[src/rtl/f1_lights_seq.sv]
// ---------------------------------------------------------------------------
// f1_lights_seq
//
// Start-light sequencer for the F1 reaction-timer datapath. After a trigger
// the lamps light one per enable tick (LSB first). Once all NUM_LIGHTS are
// lit they are held for MIN_DELAY + LFSR[DELAY_W-1:0] (+1) enable ticks.
// Then everything goes dark and lights_out pulses for one clock. That pulse
// is the reaction-timer start strobe.
//
// The hold delay comes from an internal 16-bit Galois LFSR (right shift,
// taps 16'hB400). It free-runs every clock, so the delay depends on how many
// clocks have passed since reset when the hold phase is entered.
//
// Optional feature, macro F1_FALSE_START_EN:
//   Adds input jump, output fault and a FAULT state. A jump during FILL or
//   HOLD aborts the sequence without a lights_out pulse. The lamps then
//   flash on each enable tick until an enable tick arrives with trigger low.
//
// Ports
//   clk        in   clock, all state on the rising edge
//   rst        in   synchronous active-low reset
//   en         in   step tick; gates FILL/HOLD (and FAULT) progression only
//   trigger    in   start request, sampled every clock while idle
//   jump       in   false-start input (F1_FALSE_START_EN only)
//   data_out   out  lamp vector, bit i = lamp i
//   cmd_seq    out  high while filling
//   cmd_delay  out  high while holding
//   lights_out out  one-clock strobe when the lamps go dark
//   busy       out  high whenever a sequence is in progress
//   fault      out  high in FAULT (F1_FALSE_START_EN only)
//
// All outputs are decoded from registered state only. No input reaches an
// output combinationally.
// ---------------------------------------------------------------------------
module f1_lights_seq #(
  parameter int unsigned NUM_LIGHTS = 8,
  parameter int unsigned DELAY_W    = 7,
  parameter int unsigned MIN_DELAY  = 16,
  parameter logic [15:0] LFSR_SEED  = 16'hACE1
) (
  input  logic                  clk,
  input  logic                  rst,
  input  logic                  en,
  input  logic                  trigger,
`ifdef F1_FALSE_START_EN
  input  logic                  jump,
  output logic                  fault,
`endif
  output logic [NUM_LIGHTS-1:0] data_out,
  output logic                  cmd_seq,
  output logic                  cmd_delay,
  output logic                  lights_out,
  output logic                  busy
);

  localparam int unsigned   LW        = $clog2(NUM_LIGHTS + 1);
  // One extra bit, so MIN_DELAY + random field can never wrap.
  localparam int unsigned   CW        = DELAY_W + 1;
  localparam logic [LW-1:0] LIT_FULL  = LW'(NUM_LIGHTS);
  localparam logic [CW-1:0] MIN_D     = CW'(MIN_DELAY);
  localparam logic [15:0]   LFSR_TAPS = 16'hB400;

`ifdef F1_FALSE_START_EN
  typedef enum logic [2:0] {S_IDLE, S_FILL, S_HOLD, S_OUT, S_FAULT} state_t;
`else
  typedef enum logic [1:0] {S_IDLE, S_FILL, S_HOLD, S_OUT} state_t;
`endif

  state_t        r_state;
  logic [LW-1:0] r_lit_cnt;
  logic [CW-1:0] r_delay_cnt;
  logic [15:0]   r_lfsr;

  state_t        w_state_nxt;
  logic [LW-1:0] w_lit_nxt;
  logic [CW-1:0] w_delay_nxt;
  logic [15:0]   w_lfsr_nxt;
  logic [CW-1:0] w_delay_load;

`ifdef F1_FALSE_START_EN
  // Flash phase while in FAULT. Set to 1 on entry so the lamps start lit.
  logic          r_blink;
  logic          w_blink_nxt;
`endif

  // Galois right shift. The bit shifted out folds back through the taps.
  assign w_lfsr_nxt   = {1'b0, r_lfsr[15:1]} ^ (r_lfsr[0] ? LFSR_TAPS : 16'h0000);
  assign w_delay_load = MIN_D + {1'b0, r_lfsr[DELAY_W-1:0]};

  // -------------------------------------------------------------------------
  // State and datapath registers
  // -------------------------------------------------------------------------
  always_ff @(posedge clk) begin
    if (!rst) begin
      r_state     <= S_IDLE;
      r_lit_cnt   <= '0;
      r_delay_cnt <= '0;
      r_lfsr      <= LFSR_SEED;
`ifdef F1_FALSE_START_EN
      r_blink     <= 1'b0;
`endif
    end else begin
      r_state     <= w_state_nxt;
      r_lit_cnt   <= w_lit_nxt;
      r_delay_cnt <= w_delay_nxt;
      r_lfsr      <= w_lfsr_nxt;
`ifdef F1_FALSE_START_EN
      r_blink     <= w_blink_nxt;
`endif
    end
  end

  // -------------------------------------------------------------------------
  // Next-state logic
  // -------------------------------------------------------------------------
  always_comb begin
    w_state_nxt = r_state;
    w_lit_nxt   = r_lit_cnt;
    w_delay_nxt = r_delay_cnt;
`ifdef F1_FALSE_START_EN
    w_blink_nxt = r_blink;
`endif
    case (r_state)
      S_IDLE: begin
        // The trigger is level sampled and does not wait for en.
        if (trigger) begin
          w_state_nxt = S_FILL;
          w_lit_nxt   = LW'(1);
        end
      end
      S_FILL: begin
        if (en) begin
          if (r_lit_cnt == LIT_FULL) begin
            w_state_nxt = S_HOLD;
            w_delay_nxt = w_delay_load;
          end else begin
            w_lit_nxt = r_lit_cnt + LW'(1);
          end
        end
      end
      S_HOLD: begin
        // The counter reaching zero still costs one tick, so a hold of d
        // lasts d+1 enable ticks.
        if (en) begin
          if (r_delay_cnt == '0) w_state_nxt = S_OUT;
          else                   w_delay_nxt = r_delay_cnt - CW'(1);
        end
      end
      S_OUT: begin
        w_state_nxt = S_IDLE;
        w_lit_nxt   = '0;
      end
`ifdef F1_FALSE_START_EN
      S_FAULT: begin
        if (en) begin
          if (!trigger) w_state_nxt = S_IDLE;
          else          w_blink_nxt = ~r_blink;
        end
      end
`endif
      default: begin
        w_state_nxt = S_IDLE;
      end
    endcase

`ifdef F1_FALSE_START_EN
    // A false start overrides whatever FILL/HOLD would have done this edge,
    // including a HOLD->OUT step. The aborted sequence never strobes.
    if (jump && (r_state == S_FILL || r_state == S_HOLD)) begin
      w_state_nxt = S_FAULT;
      w_blink_nxt = 1'b1;
      w_lit_nxt   = '0;
    end
`endif
  end

  // -------------------------------------------------------------------------
  // Output decode (registered state only)
  // -------------------------------------------------------------------------
  always_comb begin
    data_out   = '0;
    cmd_seq    = 1'b0;
    cmd_delay  = 1'b0;
    lights_out = 1'b0;
    busy       = 1'b0;
`ifdef F1_FALSE_START_EN
    fault      = 1'b0;
`endif
    case (r_state)
      S_FILL: begin
        cmd_seq = 1'b1;
        busy    = 1'b1;
        // Thermometer code: the lowest r_lit_cnt lamps are lit.
        for (int i = 0; i < int'(NUM_LIGHTS); i++)
          data_out[i] = (LW'(i) < r_lit_cnt);
      end
      S_HOLD: begin
        cmd_delay = 1'b1;
        busy      = 1'b1;
        data_out  = '1;
      end
      S_OUT: begin
        lights_out = 1'b1;
        busy       = 1'b1;
      end
`ifdef F1_FALSE_START_EN
      S_FAULT: begin
        fault    = 1'b1;
        busy     = 1'b1;
        data_out = r_blink ? '1 : '0;
      end
`endif
      default: begin
        data_out = '0;
      end
    endcase
  end

endmodule
[config.mk]
export PLATFORM = sky130hd
export DESIGN_NAME = f1_lights_seq
export DESIGN_NICKNAME = d
export VERILOG_FILES = /design/src/rtl/f1_lights_seq.sv
export SDC_FILE = /design/constraint.sdc
export NUM_CORES = 1
export LEC_CHECK = 0
export CAP_MARGIN = 20
export CORE_MARGIN = 3
export CORE_UTILIZATION = 45
export CTS_BUF_LIST = sky130_fd_sc_hd__clkbuf_4 sky130_fd_sc_hd__clkbuf_8
export DETAILED_ROUTE_END_ITERATION = 7
export GPL_ROUTABILITY_DRIVEN = 0
export PLACE_DENSITY = 0.68
export REMOVE_ABC_BUFFERS = 1
export SLEW_MARGIN = 20
export SYNTH_ARGS = -nofsm -noshare
export SYNTH_HDL_FRONTEND = slang
export SYNTH_SLANG_ARGS = --single-unit
[constraint.sdc]
create_clock -name clk -period 1.5 [get_ports clk]
set_input_delay 0.3 -clock clk [delete_from_list [all_inputs] [get_ports clk]]
set_output_delay 0.3 -clock clk [all_outputs]
set_load 0.05 [all_outputs]
==> impl_metrics.env <==
export IMPL_status="complete, but fails checks"
export IMPL_violations="negative setup slack"
export IMPL_ios=16
export IMPL_antenna_found_initial=0
export IMPL_cts_buffers=5
export IMPL_rows=21
export IMPL_grtUsageMet3_pct=4.890
export IMPL_numPortBuffers=15
export IMPL_switching_power_mw=2.212
export IMPL_yosys_area_top_type="dfxtp_1"
export IMPL_ys_top_cells_by_area="dfxtp_1 36%, ha_1 8.4%, nand2_1 3.6%"
export IMPL_clkPwrFrac_pct=13.2
export IMPL_crit_end="data_out[5]"
export IMPL_grt_max_degree=25
export IMPL_holdCritPathClass="flip-flop to flip-flop"
export IMPL_area_growth_pct=72.59
export IMPL_synth_top_area_share_pct=36.45
export IMPL_nFillCells=173
export IMPL_wl_um=6081
export IMPL_instances_no_fill=314
export IMPL_use_met1_pct=31.94
export IMPL_synth_edf_count=0
export IMPL_finalMaxSlewViolations=0
export IMPL_dieArea_um2=4424
export IMPL_p_comb_share_pct=68.1
export IMPL_die_w_um=66.52
export IMPL_synth_cell_types=49
export IMPL_total_power_mw=5.289
export IMPL_ys_flop_type="dfxtp_1"
export IMPL_cts_num_sinks=30
export IMPL_required_ns=1.20
export IMPL_fin_ws_ns=-0.4318
export IMPL_ff2ff_path_depth=10
export IMPL_max_slew_margin_pct=72.30
export IMPL_final_setup_viol_count=22
export IMPL_synthArstFlopShare_pct=0
export IMPL_cts_max_path_buffers=2
export IMPL_grt_pass1_wl_um=8790
export IMPL_worstPathArrival_ns=1.63
export IMPL_clk_pin_slew_ns=0.07
export IMPL_top_usage_layer="met2"
export IMPL_syn_inst=194
export IMPL_cap_viol_max_count=0
export IMPL_grt_overflow_total=0
export IMPL_tightestPinTransition_ns=0.4117
export IMPL_die_h_um=66.52
export IMPL_rr_endpoint="r_delay_cnt[2]"
export IMPL_core_um2=3442
export IMPL_placed_cell_area_um2=2253
export IMPL_yosysWarnings=0
export IMPL_post_place_cells=288
export IMPL_fin_crit_sh_pct=128.8
export IMPL_regArea_um2=606.8
export IMPL_leakage_nw=1.178
export IMPL_post_route_min_period_ns=1.932
export IMPL_start_util_pct=47.87
export IMPL_r2r_start="r_state[1]"
export IMPL_pre_cts_ws_ns=-0.3801
export IMPL_rsz0062_at_grt="yes"
export IMPL_netlist_area_um2=1648
export IMPL_crit_start="r_state[1]"
export IMPL_met2_usage_pct=46.10
export IMPL_viasPerCell=5.771
export IMPL_drt_iter0_drc=160
export IMPL_rrSetupSlack_ns=-0.42
export IMPL_cp_end_kind="output port"
export IMPL_whs_ns=0.4079
export IMPL_crit_fanout=3
export IMPL_yosysMostFrequentCell="dfxtp_1"
export IMPL_via_count=1812
export IMPL_ys_ff_latch=30
export IMPL_hold_violations=0
export IMPL_p_sw_share_pct=41.81
export IMPL_synth_common_cells="30 x dfxtp_1, 16 x nand2_1, 14 x inv_1"
export IMPL_drive_above_1_share_pct=51.49
export IMPL_clkLatencyLatePin_ns=0.29
export IMPL_htree_num_levels=2
export IMPL_tritoncts="done"
export IMPL_stdcell_area_um2=2844
export IMPL_critPathLaunchType="flip-flop"
export IMPL_grt_pass1_vias=1748
export IMPL_cts_root_buf="clkbuf_8"
export IMPL_diodes=0
export IMPL_firstDrtPassIters=4
export IMPL_post_drt_wl_per_cell_um=19.37
export IMPL_utilization_pct=82.62
export IMPL_skew_ns=0.004156
export IMPL_pwr_share_seq_pct=18.7
export IMPL_dpl_hpwl_um=3118
export IMPL_ctsHoldBuffers=0
export IMPL_setup_tns_ns=-7.078
export IMPL_synth_area_per_cell_um2=8.494
export IMPL_ir_drop_v=0.001959
export IMPL_multi_input_area_um2=1220
export IMPL_max_freq_ghz=0.5177
export IMPL_internal_power_mw=3.078
export IMPL_track_usage_pct=26.63
export IMPL_fin_nets=282
export IMPL_ys_seq_area_share_pct=36.45
export IMPL_pwr_density_cell_nw_per_um2=1860
export IMPL_drc_errors=0
export IMPL_drtAntennaViolNets=0
export IMPL_critical_path_class="flip-flop to output port"
-- critical path, stage by stage (launching register included) --
cell	delay, ns
dfxtp_2	0.35
inv_4	0.06
ha_4	0.17
buf_6	0.13
a21oi_4	0.14
nor2b_4	0.06
a41o_1	0.26
buf_12	0.17
-- metal layers --
metal | share of wire [%] | up-vias
li1 | - | 830
met1 | 40 | 904
met2 | 53 | 58
met3 | 4.2 | 20
met4 | 3.3 | 0
met5 | 0 | -
-- layout make-up --
type | instances | area share (%)
clock buffer | 6 | 2.904
clock inverter | 2 | 0.4399
multi-input combinational | 139 | 42.89
timing repair buffer | 77 | 28.29
inverter | 14 | 2.112
tap | 46 | 2.024
sequential | 30 | 21.34
-- timing repair --
action,4_1_cts,5_1_grt
setup buffers,16,3
pin swaps,21,8
gates resized for setup,59,29
endpoints found under the setup margin,25,24
-- power groups by stage --
stage	Combinational, mW	Sequential (mW)	Clock (mW)
CTS	3.04	0.970	0.696
global route	3.76	0.998	0.730
detailed placement	2.34	0.955	0
floorplan	1.22	0.965	0
finish	3.60	0.987	0.700
global placement	2.28	0.951	0
-- how the worst min path moves through the flow --
stage	slack, ns	to	cells after the start	startpoint
floorplan	0.36	r_lfsr[10]	1	rst
global placement	0.39	r_lfsr[7]	1	r_lfsr[8]
detailed placement	0.39	r_lfsr[7]	1	r_lfsr[8]
CTS	0.41	r_lfsr[7]	1	r_lfsr[8]
global route	0.43	r_lfsr[11]	1	r_lfsr[12]
finish	0.41	r_lfsr[7]	1	r_lfsr[8]
-- state kept, by name, indices dropped and copies added (netlist names) --
name / count
r_state: 2
r_lfsr: 16
r_lit_cnt: 4
r_delay_cnt: 8
-- cell families (layout without fill, tap and decap cells) --
kind of cell,Yosys count,after routing,synth area share (%)
compound gates,51,51,22.48
xor+xnor,4,4,2.126
fa+ha+maj,11,11,8.352
buf+inv,25,99,6.377
flops,30,30,36.45
mux,3,3,1.822
simple gates,70,70,22.40
-- cell usage in the layout, fill, tap and decap left out, types with 2 or more instances in the layout --
cell	Yosys	layout
buf_4	0	47
dfxtp_1	30	27
nand2_1	16	14
buf_12	0	13
buf_6	1	13
inv_1	14	11
nor2_1	13	10
and2_1	7	7
o21ai_2	2	6
nand2b_1	7	6
clkbuf_8	0	6
ha_4	0	5
nand3_1	7	4
o21ai_0	8	4
xnor2_1	4	4
o22ai_1	4	4
a21oi_2	0	4
ha_1	11	4
a21oi_4	0	3
nor2b_4	0	3
a21oi_1	10	3
mux2i_1	3	3
nand3_2	0	3
clkdlybuf4s50_1	0	3
nor2_2	0	2
a41o_1	2	2
a21o_1	2	2
a211oi_2	1	2
nor4_1	2	2
a31oi_1	3	2
nor3_1	4	2
nor3_2	0	2
ha_2	0	2
dfxtp_2	0	2
Note: power is estimated with default switching activity, not from simulation.
